## config.mk

```make
export PLATFORM = sky130hd
export DESIGN_NAME = dma_channel_arbiter_flat
export DESIGN_NICKNAME = d
export VERILOG_FILES = /design/src/rtl/dma_channel_arbiter_pkg.sv /design/src/rtl/dma_channel_arbiter_if.sv /design/src/rtl/dma_channel_arbiter_quantum.sv /design/src/rtl/dma_channel_arbiter.sv /design/src/flat_wrapper.sv
export SDC_FILE = /design/constraint.sdc
export NUM_CORES = 1
export LEC_CHECK = 0
export CAP_MARGIN = 5
export CORE_UTILIZATION = 40
export DETAILED_ROUTE_END_ITERATION = 10
export GPL_ROUTABILITY_DRIVEN = 1
export PLACE_DENSITY_LB_ADDON = 0.15
export SYNTH_ARGS = -nofsm -noshare
export SYNTH_HDL_FRONTEND = slang
export SYNTH_SLANG_ARGS = --single-unit
export TNS_END_PERCENT = 100
```

## constraint.sdc

```tcl
create_clock -name AXI_aclk -period 2.8 [get_ports AXI_aclk]
set_input_delay 0.42 -clock AXI_aclk [delete_from_list [all_inputs] [get_ports AXI_aclk]]
set_output_delay 0.42 -clock AXI_aclk [all_outputs]
set_load 0.01 [all_outputs]
```

## src/rtl/dma_channel_arbiter_pkg.sv

```systemverilog
// Shared types for the two-channel DMA bus arbiter: FSM states and channel ids.
package dma_arbiter_pkg;

  typedef enum logic [1:0] {
    IDLE    = 2'd0,
    DECIDE  = 2'd1,
    OWN     = 2'd2,
    RELEASE = 2'd3
  } arb_state_t;

  typedef enum logic {
    CH1 = 1'b0,
    CH2 = 1'b1
  } chan_id_t;

  function automatic chan_id_t other_chan(input chan_id_t c);
    return (c == CH1) ? CH2 : CH1;
  endfunction

endpackage

```

## src/rtl/dma_channel_arbiter_if.sv

```systemverilog
// Channel request/completion inputs and grant outputs of the DMA channel arbiter.
interface dma_channel_arbiter_if;
  logic req1;
  logic req2;
  logic cpu_cfg_busy;
  logic burst_done1;
  logic burst_done2;
  logic chan_done1;
  logic chan_done2;
  logic arbitrate;
  logic grant1;
  logic grant2;
  logic give1;
  logic give2;
  logic valid_channels;

  modport master (
    output req1, req2, cpu_cfg_busy, burst_done1, burst_done2, chan_done1, chan_done2,
    input  arbitrate, grant1, grant2, give1, give2, valid_channels
  );

  modport slave (
    input  req1, req2, cpu_cfg_busy, burst_done1, burst_done2, chan_done1, chan_done2,
    output arbitrate, grant1, grant2, give1, give2, valid_channels
  );
endinterface

```

## src/rtl/dma_channel_arbiter_quantum.sv

```systemverilog
// Counts owner bursts within one grant; at_max flags a full quantum of MAX_BURSTS.
module arb_quantum_counter #(
  parameter  int MAX_BURSTS = 4,
  localparam int CNT_W      = $clog2(MAX_BURSTS + 1)
) (
  input  logic AXI_aclk,
  input  logic AXI_aresetn,
  input  logic inc,
  input  logic clr,
  output logic at_max
);

  logic [CNT_W-1:0] count_q;
  logic [CNT_W-1:0] count_d;

  // A burst landing on the clearing cycle starts the new quantum at one.
  always_comb begin
    count_d = count_q;
    if (clr) begin
      count_d = inc ? CNT_W'(1) : '0;
    end else if (inc && (count_q != CNT_W'(MAX_BURSTS))) begin
      count_d = count_q + CNT_W'(1);
    end
  end

  always_ff @(posedge AXI_aclk or negedge AXI_aresetn) begin
    if (!AXI_aresetn) begin
      count_q <= '0;
    end else begin
      count_q <= count_d;
    end
  end

  assign at_max = (count_q == CNT_W'(MAX_BURSTS));

endmodule

```

## src/rtl/dma_channel_arbiter.sv

```systemverilog
// Two-channel DMA bus arbiter: round-robin on ties, burst quantum, CPU-config preemption.
module dma_channel_arbiter
  import dma_arbiter_pkg::*;
#(
  parameter int MAX_BURSTS = 4
) (
  input logic                  AXI_aclk,
  input logic                  AXI_aresetn,
  dma_channel_arbiter_if.slave bus
);

  arb_state_t state_q, state_d;
  chan_id_t   owner_q, owner_d;
  chan_id_t   last_grant_q, last_grant_d;
  logic       preempt_q, preempt_d;
  logic       grant1_q, grant1_d;
  logic       grant2_q, grant2_d;
  logic       valid_q, valid_d;

  logic     any_req, can_start, own_bd, own_cd, other_req, leaving;
  logic     at_max, cnt_inc, cnt_clr;
  chan_id_t winner;

  assign any_req   = bus.req1 | bus.req2;
  assign can_start = any_req & ~bus.cpu_cfg_busy;
  assign own_bd    = (owner_q == CH1) ? bus.burst_done1 : bus.burst_done2;
  assign own_cd    = (owner_q == CH1) ? bus.chan_done1  : bus.chan_done2;
  assign other_req = (owner_q == CH1) ? bus.req2        : bus.req1;

  // On a tie the channel that did not own the bus last time wins.
  always_comb begin
    winner = other_chan(last_grant_q);
    if (bus.req1 && !bus.req2) winner = CH1;
    if (bus.req2 && !bus.req1) winner = CH2;
  end

  always_ff @(posedge AXI_aclk or negedge AXI_aresetn) begin
    if (!AXI_aresetn) begin
      state_q      <= IDLE;
      owner_q      <= CH1;
      last_grant_q <= CH2;
      preempt_q    <= 1'b0;
      grant1_q     <= 1'b0;
      grant2_q     <= 1'b0;
      valid_q      <= 1'b0;
    end else begin
      state_q      <= state_d;
      owner_q      <= owner_d;
      last_grant_q <= last_grant_d;
      preempt_q    <= preempt_d;
      grant1_q     <= grant1_d;
      grant2_q     <= grant2_d;
      valid_q      <= valid_d;
    end
  end

  always_comb begin
    state_d = state_q;
    owner_d = owner_q;
    unique case (state_q)
      IDLE: begin
        if (can_start) state_d = DECIDE;
      end
      DECIDE: begin
        if (any_req) begin
          state_d = OWN;
          owner_d = winner;
        end else begin
          state_d = IDLE;
        end
      end
      OWN: begin
        // chan_done outranks a same-cycle burst_done; preemption waits for a burst boundary.
        if (own_cd)                       state_d = RELEASE;
        else if (own_bd && preempt_q)     state_d = RELEASE;
        else if (at_max && other_req)     state_d = RELEASE;
      end
      RELEASE: begin
        state_d = can_start ? DECIDE : IDLE;
      end
      default: state_d = IDLE;
    endcase
  end

  always_comb begin
    leaving      = (state_q == OWN) && (state_d != OWN);
    grant1_d     = (state_d == OWN) && (owner_d == CH1);
    grant2_d     = (state_d == OWN) && (owner_d == CH2);
    last_grant_d = (state_q == RELEASE) ? owner_q : last_grant_q;
    preempt_d    = (state_q == OWN) && !leaving && (preempt_q || bus.cpu_cfg_busy);
    valid_d      = any_req;
    cnt_inc      = (state_q == OWN) && own_bd && !leaving;
    cnt_clr      = (state_q != OWN) || leaving || (at_max && !other_req);
  end

  arb_quantum_counter #(
    .MAX_BURSTS (MAX_BURSTS)
  ) u_quantum (
    .AXI_aclk    (AXI_aclk),
    .AXI_aresetn (AXI_aresetn),
    .inc         (cnt_inc),
    .clr         (cnt_clr),
    .at_max      (at_max)
  );

  assign bus.arbitrate      = (state_q == DECIDE) && any_req;
  assign bus.give1          = (state_q == RELEASE) && (owner_q == CH1);
  assign bus.give2          = (state_q == RELEASE) && (owner_q == CH2);
  assign bus.grant1         = grant1_q;
  assign bus.grant2         = grant2_q;
  assign bus.valid_channels = valid_q;

endmodule

```

## src/flat_wrapper.sv

```systemverilog
// flat-port wrapper written by rule: the top's interface ports become plain ports
module dma_channel_arbiter_flat import dma_arbiter_pkg::*;
#(
  parameter int MAX_BURSTS = 4
)
  (AXI_aclk, AXI_aresetn, bus_req1, bus_req2, bus_cpu_cfg_busy, bus_burst_done1, bus_burst_done2, bus_chan_done1, bus_chan_done2, bus_arbitrate, bus_grant1, bus_grant2, bus_give1, bus_give2, bus_valid_channels);
  dma_channel_arbiter_if bus_i ();
  input logic AXI_aclk;
  input logic AXI_aresetn;
  input wire logic [$bits(bus_i.req1)-1:0] bus_req1;
  input wire logic [$bits(bus_i.req2)-1:0] bus_req2;
  input wire logic [$bits(bus_i.cpu_cfg_busy)-1:0] bus_cpu_cfg_busy;
  input wire logic [$bits(bus_i.burst_done1)-1:0] bus_burst_done1;
  input wire logic [$bits(bus_i.burst_done2)-1:0] bus_burst_done2;
  input wire logic [$bits(bus_i.chan_done1)-1:0] bus_chan_done1;
  input wire logic [$bits(bus_i.chan_done2)-1:0] bus_chan_done2;
  output wire logic [$bits(bus_i.arbitrate)-1:0] bus_arbitrate;
  output wire logic [$bits(bus_i.grant1)-1:0] bus_grant1;
  output wire logic [$bits(bus_i.grant2)-1:0] bus_grant2;
  output wire logic [$bits(bus_i.give1)-1:0] bus_give1;
  output wire logic [$bits(bus_i.give2)-1:0] bus_give2;
  output wire logic [$bits(bus_i.valid_channels)-1:0] bus_valid_channels;
  assign bus_i.req1 = bus_req1;
  assign bus_i.req2 = bus_req2;
  assign bus_i.cpu_cfg_busy = bus_cpu_cfg_busy;
  assign bus_i.burst_done1 = bus_burst_done1;
  assign bus_i.burst_done2 = bus_burst_done2;
  assign bus_i.chan_done1 = bus_chan_done1;
  assign bus_i.chan_done2 = bus_chan_done2;
  assign bus_arbitrate = bus_i.arbitrate;
  assign bus_grant1 = bus_i.grant1;
  assign bus_grant2 = bus_i.grant2;
  assign bus_give1 = bus_i.give1;
  assign bus_give2 = bus_i.give2;
  assign bus_valid_channels = bus_i.valid_channels;
  dma_channel_arbiter #(.MAX_BURSTS(MAX_BURSTS)) u_core (.AXI_aclk(AXI_aclk), .AXI_aresetn(AXI_aresetn), .bus(bus_i));
endmodule
```

==> impl_metrics.ini, run 1 <==
[outcome]
status = completed

[floorplan]
placementRows = 13
core_um2 = 1320
dieArea_um2 = 1600
io_pins = 15
start_util_pct = 44.0
die_x_um = 40.1
die_h_um = 40.1

[clock_tree]
cts_resized = 0
clk_pin_slew_worst_paths_ns = 0.07
root_buffer = clkbuf_4
clkLatencyLatePin_ns = 0.28
cts_tree = done
cts_setup_buffers = 0
htreeDepth = 1
cts_inserted_buffers = 3
ctsHoldBuffers = 0
clockBufferDepth = 2
cts.sinks = 11

[grt]
grt_overflow_total = 0
grt_first_pass_wirelength_mm = 1.76
grt_pass1_vias = 434
grt_util_met1_pct = 22.3
grtUsageMet2_pct = 23.8
use_met3_pct = 6.67
grt_max_degree = 12
grt_most_used_layer = met2
track_usage_pct = 17.6
antenna_found_initial = 0

[placed_design]
hpwl_um = 790
gp_congestion = 0.741
io_buffers = 14
dp_slack_ns = 0.587
placed_area_um2 = 731

[yosys]
syn_area_um2 = 579
ys.flop_type = dfrtp_1
synth_cell_types = 26
synth_most_common_cell = dfrtp_1
synth_nets = 68
yosysTopAreaCell = dfrtp_1
seq_area_frac_synth_pct = 47.7
synthCells = 57
yosys_warnings = 0
synth.avg_cell_area_um2 = 10.2
synth_edf_count = 0
synth_top_area_share_pct = 43.2
netlist_top_cells_count = dfrtp_1, inv_1, nand2_1, nor2_1
async_reset_ff_share_pct = 100
ys_top_cells_by_area = dfrtp_1, mux2i_1, dfstp_2
synth-seq-cells = 11

[critical_path]
critical-path-top-delay-family = buffers and inverters
reg2reg_from = u_core.u_quantum.count_q[0]
r2r_end = u_core.state_q[0]
path_cells = clkdlybuf4s50_1, nor2_1, inv_1, nand2_1, inv_1, clkdlybuf4s50_1
critPathMaxFanout = 4
critical_path.max_stage_delay_ns = 0.52
worstPathArrival_ns = 1.79
r2r_setup_slack_ns = 1.32
worstRegToRegCells = 5
criticalPathCategory = in2out
slowest_stage = clkdlybuf4s50_1
cp-start-kind = primary input
required_ns = 2.38
cp-end-kind = primary output
cp_num_buf_inv = 4

[sta]
fmax_mhz = 453
hold_ws_ns = 0.462
period_share_pct = 78.9
final.min_clock_period_ns = 2.21
finClkSkew_ns = 0.00467
finalMaxSlewViolations = 0
relSlewSlack_pct = 68.3
worst_slew_pin_slew_ns = 0.466
fin_ws_ns = 0.590
fin_tns_setup_ns = 0
rsz0062_at_grt = no
setup_viol = 0
hold_viol_final = 0

[pwr]
peakVddDrop_v = 0.000365
p_leak_nw = 0.329
p_per_area_nw_per_um2 = 826

[detailed_routing]
routed_via_density = 5.19
drt_iter0_markers = 7
drtPass1Iterations = 4
drc = 0
post_drt_wl_per_cell_um = 12.1
drtAntennaViolNets = 0
wl_mm = 1.08
vias = 462

[finish]
nets = 86
layout-drive-gt1-share_pct = 6.76
syn_to_final_growth_pct = 30.7
antenna_cells_inserted = 0
design_area_um2 = 757
n_fill_cell = 119

[hold_path]
hp-class = in2async

[run]
cap_violations = 0
-- worst register-to-register path: cells and delay by family, from the launching register on --
kind	cells	cell delay, ns
compound gates	2	0.62
fa+ha+maj	1	0.20
buf+inv	1	0.07
flops	1	0.42
simple gates	1	0.12
-- worst max path at each step --
stage                     slack (ns)  depth (start not counted)                          end           start
final                           0.59                          6                bus_arbitrate        bus_req1
after global routing            0.47                          6                bus_arbitrate        bus_req1
after CTS                       0.59                          6                bus_arbitrate        bus_req1
after detailed placement        0.59                          6                bus_arbitrate        bus_req1
after global placement          0.61                          6                bus_arbitrate        bus_req1
after floorplan                 1.42                          4  u_core.u_quantum.count_q[2]  u_core.owner_q
-- power breakdown --
group / switching (W) / leakage, nW / internal [W]
clock network: 0.0000584 / 0.0150 / 0.0000553
registers: 0.0000478 / 0.139 / 0.000212
logic: 0.000115 / 0.175 / 0.000136
total: 0.000222 / 0.329 / 0.000404
-- area by class of cell --
cell class              instances  area (um^2)  area share [%]
flip-flops and latches         11          277            36.5
inverters                       6         22.5            2.98
clock buffers                   4         26.3            3.47
repair buffers                 14          140            18.5
well taps                      15         18.8            2.48
multi-input cells              39          273            36.0
-- cells in the final DEF (no fill, tap or decap), drive strengths merged, types with 2 or more instances in the layout --
cell type | Yosys | final
ha | 2 | 2
dfrtp | 10 | 10
inv | 6 | 6
clkbuf | 0 | 4
nand3b | 2 | 2
a21o | 2 | 2
nor2b | 2 | 2
nor2 | 5 | 5
clkdlybuf4s50 | 0 | 14
nand2 | 5 | 5
a211oi | 3 | 3
nand3 | 2 | 2
mux2i | 4 | 4
-- registers in the layout (all words and copies together), names as in the netlist --
| register | flops |
|---|---|
| u_core.u_quantum.count_q | 3 |
| u_core.state_q | 2 |
| u_core.bus.grant1 | 1 |
| u_core.bus.grant2 | 1 |
| u_core.bus.valid_channels | 1 |
| u_core.last_grant_q | 1 |
| u_core.owner_q | 1 |
| u_core.preempt_q | 1 |
-- logic make-up (layout without fill, tap and decap cells) --
group	after synthesis	count (layout)	share of synthesized area (%)
and+or+nand+nor	20	20	18.1
buffers and inverters	7	24	5.18
AOI/OAI and AO/OA	13	13	17.1
adders and majority gates	2	2	4.32
muxes	4	4	7.56
DFF	11	11	47.7
-- through the flow --
stage / std cells / utilization, % / total power (W)
detailed placement: 85 / 55.5 / 0.000516
global route: 89 / 57.5 / 0.000677
CTS: 89 / 57.5 / 0.000631
global placement: 85 / 55.5 / 0.000514
finish: 89 / 57.5 / 0.000625
floorplan: 57 / - / 0.000421
-- layer usage --
metal	vias up	share of wire [%]
met5	-	0
li1	238	-
met3	4	6.0
met1	205	50
met2	15	42
met4	0	2.3
No activity file was read; power rests on OpenSTA's default activity.
==> inputs of run 2 (changes only) <==
==> constraint.sdc (replaced) <==
create_clock -name AXI_aclk -period 1.9 [get_ports AXI_aclk]
set_input_delay 0.285 -clock AXI_aclk [delete_from_list [all_inputs] [get_ports AXI_aclk]]
set_output_delay 0.285 -clock AXI_aclk [all_outputs]
set_load 0.01 [all_outputs]
==> impl_metrics.ini, run 2 (synthesis results as in run 1) <==
[outcome]
status = completed

[finish]
top_register = u_core.u_quantum.count_q
syn_to_final_growth_pct = 36.3
final_common_cell = clkdlybuf4s50_1
largest_register_ffs = 3
n_fill_cell = 113
antenna_cells_inserted = 0
layout-drive-gt1-share_pct = 11.7
nets = 89
mostFrequentLayoutCells = clkdlybuf4s50_1, dfrtp_1, inv_1
design_area_um2 = 790
largest_registers = u_core.u_quantum.count_q (3), u_core.state_q (2)

[grt]
grt_max_degree = 12
grt_pass1_vias = 430
grt_overflow_total = 0
antenna_found_initial = 0
track_usage_pct = 18.3
grt_first_pass_wirelength_mm = 1.88

[detailed_routing]
post_drt_wl_per_cell_um = 12.1
drtPass1Iterations = 4
drt_iter0_markers = 11
routed_via_density = 5.27
vias = 485
drtAntennaViolNets = 0
drc = 0
wl_mm = 1.12

[critical_path]
required_ns = 1.62
critPathCapture = bus_give2
criticalPathCategory = reg2out
critical_path.max_stage_delay_ns = 0.53
reg2reg_from = u_core.u_quantum.count_q[0]
critPathMaxFanout = 6
cp-start-kind = register
cp-end-kind = primary output
r2r_setup_slack_ns = 0.39
slowest_stage = clkdlybuf4s50_1
worstSetupStartpoint = u_core.owner_q
worstRegToRegCells = 5
worstPathArrival_ns = 1.52
r2r_end = u_core.state_q[0]
path_cells = and3_1, clkdlybuf4s50_1

[sta]
rsz0062_at_grt = no
finalMaxSlewViolations = 0
worst_slew_pin_slew_ns = 0.501
setup_viol = 0
relSlewSlack_pct = 66.5
finClkSkew_ns = 0.00372
hold_viol_final = 0
fin_tns_setup_ns = 0
final.min_clock_period_ns = 1.81
fin_ws_ns = 0.0941
period_share_pct = 95.0
fmax_mhz = 554

[floorplan]
die_h_um = 40.1
placementRows = 13
dieArea_um2 = 1600
io_pins = 15
core_um2 = 1320
die_x_um = 40.1
start_util_pct = 44.0

[clock_tree]
ctsHoldBuffers = 0
cts.sinks = 11
clockBufferDepth = 2
clk_pin_slew_worst_paths_ns = 0.07
htreeDepth = 1
cts_setup_buffers = 0
cts_inserted_buffers = 3
clkLatencyLatePin_ns = 0.26
root_buffer = clkbuf_4
cts_tree = done

[placed_design]
placed_area_um2 = 753
hpwl_um = 850
gp_congestion = 0.787
io_buffers = 14
dp_slack_ns = 0.0286

[pwr]
p_per_area_nw_per_um2 = 1200
p_leak_nw = 0.362
peakVddDrop_v = 0.000606

[hold_path]
hp-class = in2async

[run]
cap_violations = 0
[run 2: cell types whose count changed in the layout (fill, tap and decap cells not counted)]
cell / before / now
buf_4: 0 / 3
nor2b_4: 0 / 1
nor2b_1: 2 / 1
dlymetal6s2s_1: 0 / 1
clkdlybuf4s50_1: 14 / 13
[run 2: area by class of cell]
| class | instances | area (um^2) | share of cell area (%) |
|---|---|---|---|
| tap | 15 | 18.8 | 2.38 |
| multi-input combinational | 39 | 280 | 35.5 |
| timing repair buffer | 17 | 165 | 20.9 |
| clock buffer | 4 | 26.3 | 3.33 |
| inverter | 6 | 22.5 | 2.85 |
| sequential | 11 | 277 | 35.0 |
[run 2: metrics by stage]
| step | utilization [%] | power (W) | instances | hold slack (ns) |
|---|---|---|---|---|
| after global placement | 57.2 | 0.000773 | 88 | 0.502 |
| after floorplan | - | 0.000620 | 57 | -0.0106 |
| after CTS | 59.4 | 0.000941 | 92 | 0.374 |
| after detailed placement | 57.2 | 0.000780 | 88 | 0.505 |
| after global routing | 59.9 | 0.00102 | 92 | 0.404 |
| final | 59.9 | 0.000944 | 92 | 0.360 |
[run 2: worst max-delay path, delay by kind of cell, from the launching register on]
| kind | cells | cell delay (ns) |
|---|---|---|
| buffers and inverters | 1 | 0.53 |
| and+or+nand+nor | 1 | 0.23 |
| DFF | 1 | 0.51 |
[run 2: worst min-delay path by stage]
stage	to	cells after the start
2_1_floorplan	u_core.bus.grant1	0
5_1_grt	u_core.bus.grant2	1
4_1_cts	u_core.u_quantum.count_q[1]	1
3_3_place_gp	u_core.last_grant_q	1
6_report	u_core.u_quantum.count_q[1]	1
3_5_place_dp	u_core.last_grant_q	1
[run 2: layer usage]
layer | share of wire [%] | track usage (%)
met1 | 51 | 26.6
met3 | 4.2 | 3.33
met4 | 1.1 | 10.3
met2 | 44 | 25.0
met5 | 0 | 0
[run 2: where the power goes]
| part | leakage [nW] | internal (W) | total [W] | switching [W] |
|---|---|---|---|---|
| Clock | 0.0150 | 0.0000809 | 0.000153 | 0.0000719 |
| Sequential | 0.139 | 0.000313 | 0.000392 | 0.0000791 |
| Combinational | 0.208 | 0.000222 | 0.000399 | 0.000177 |
| Total | 0.362 | 0.000615 | 0.000944 | 0.000328 |
[run 2: repair_timing]
item | in CTS | in global routing
hold endpoints to repair | 0 | 0
endpoints found under the setup margin | 1 | 1
gates resized for setup | 1 | 2
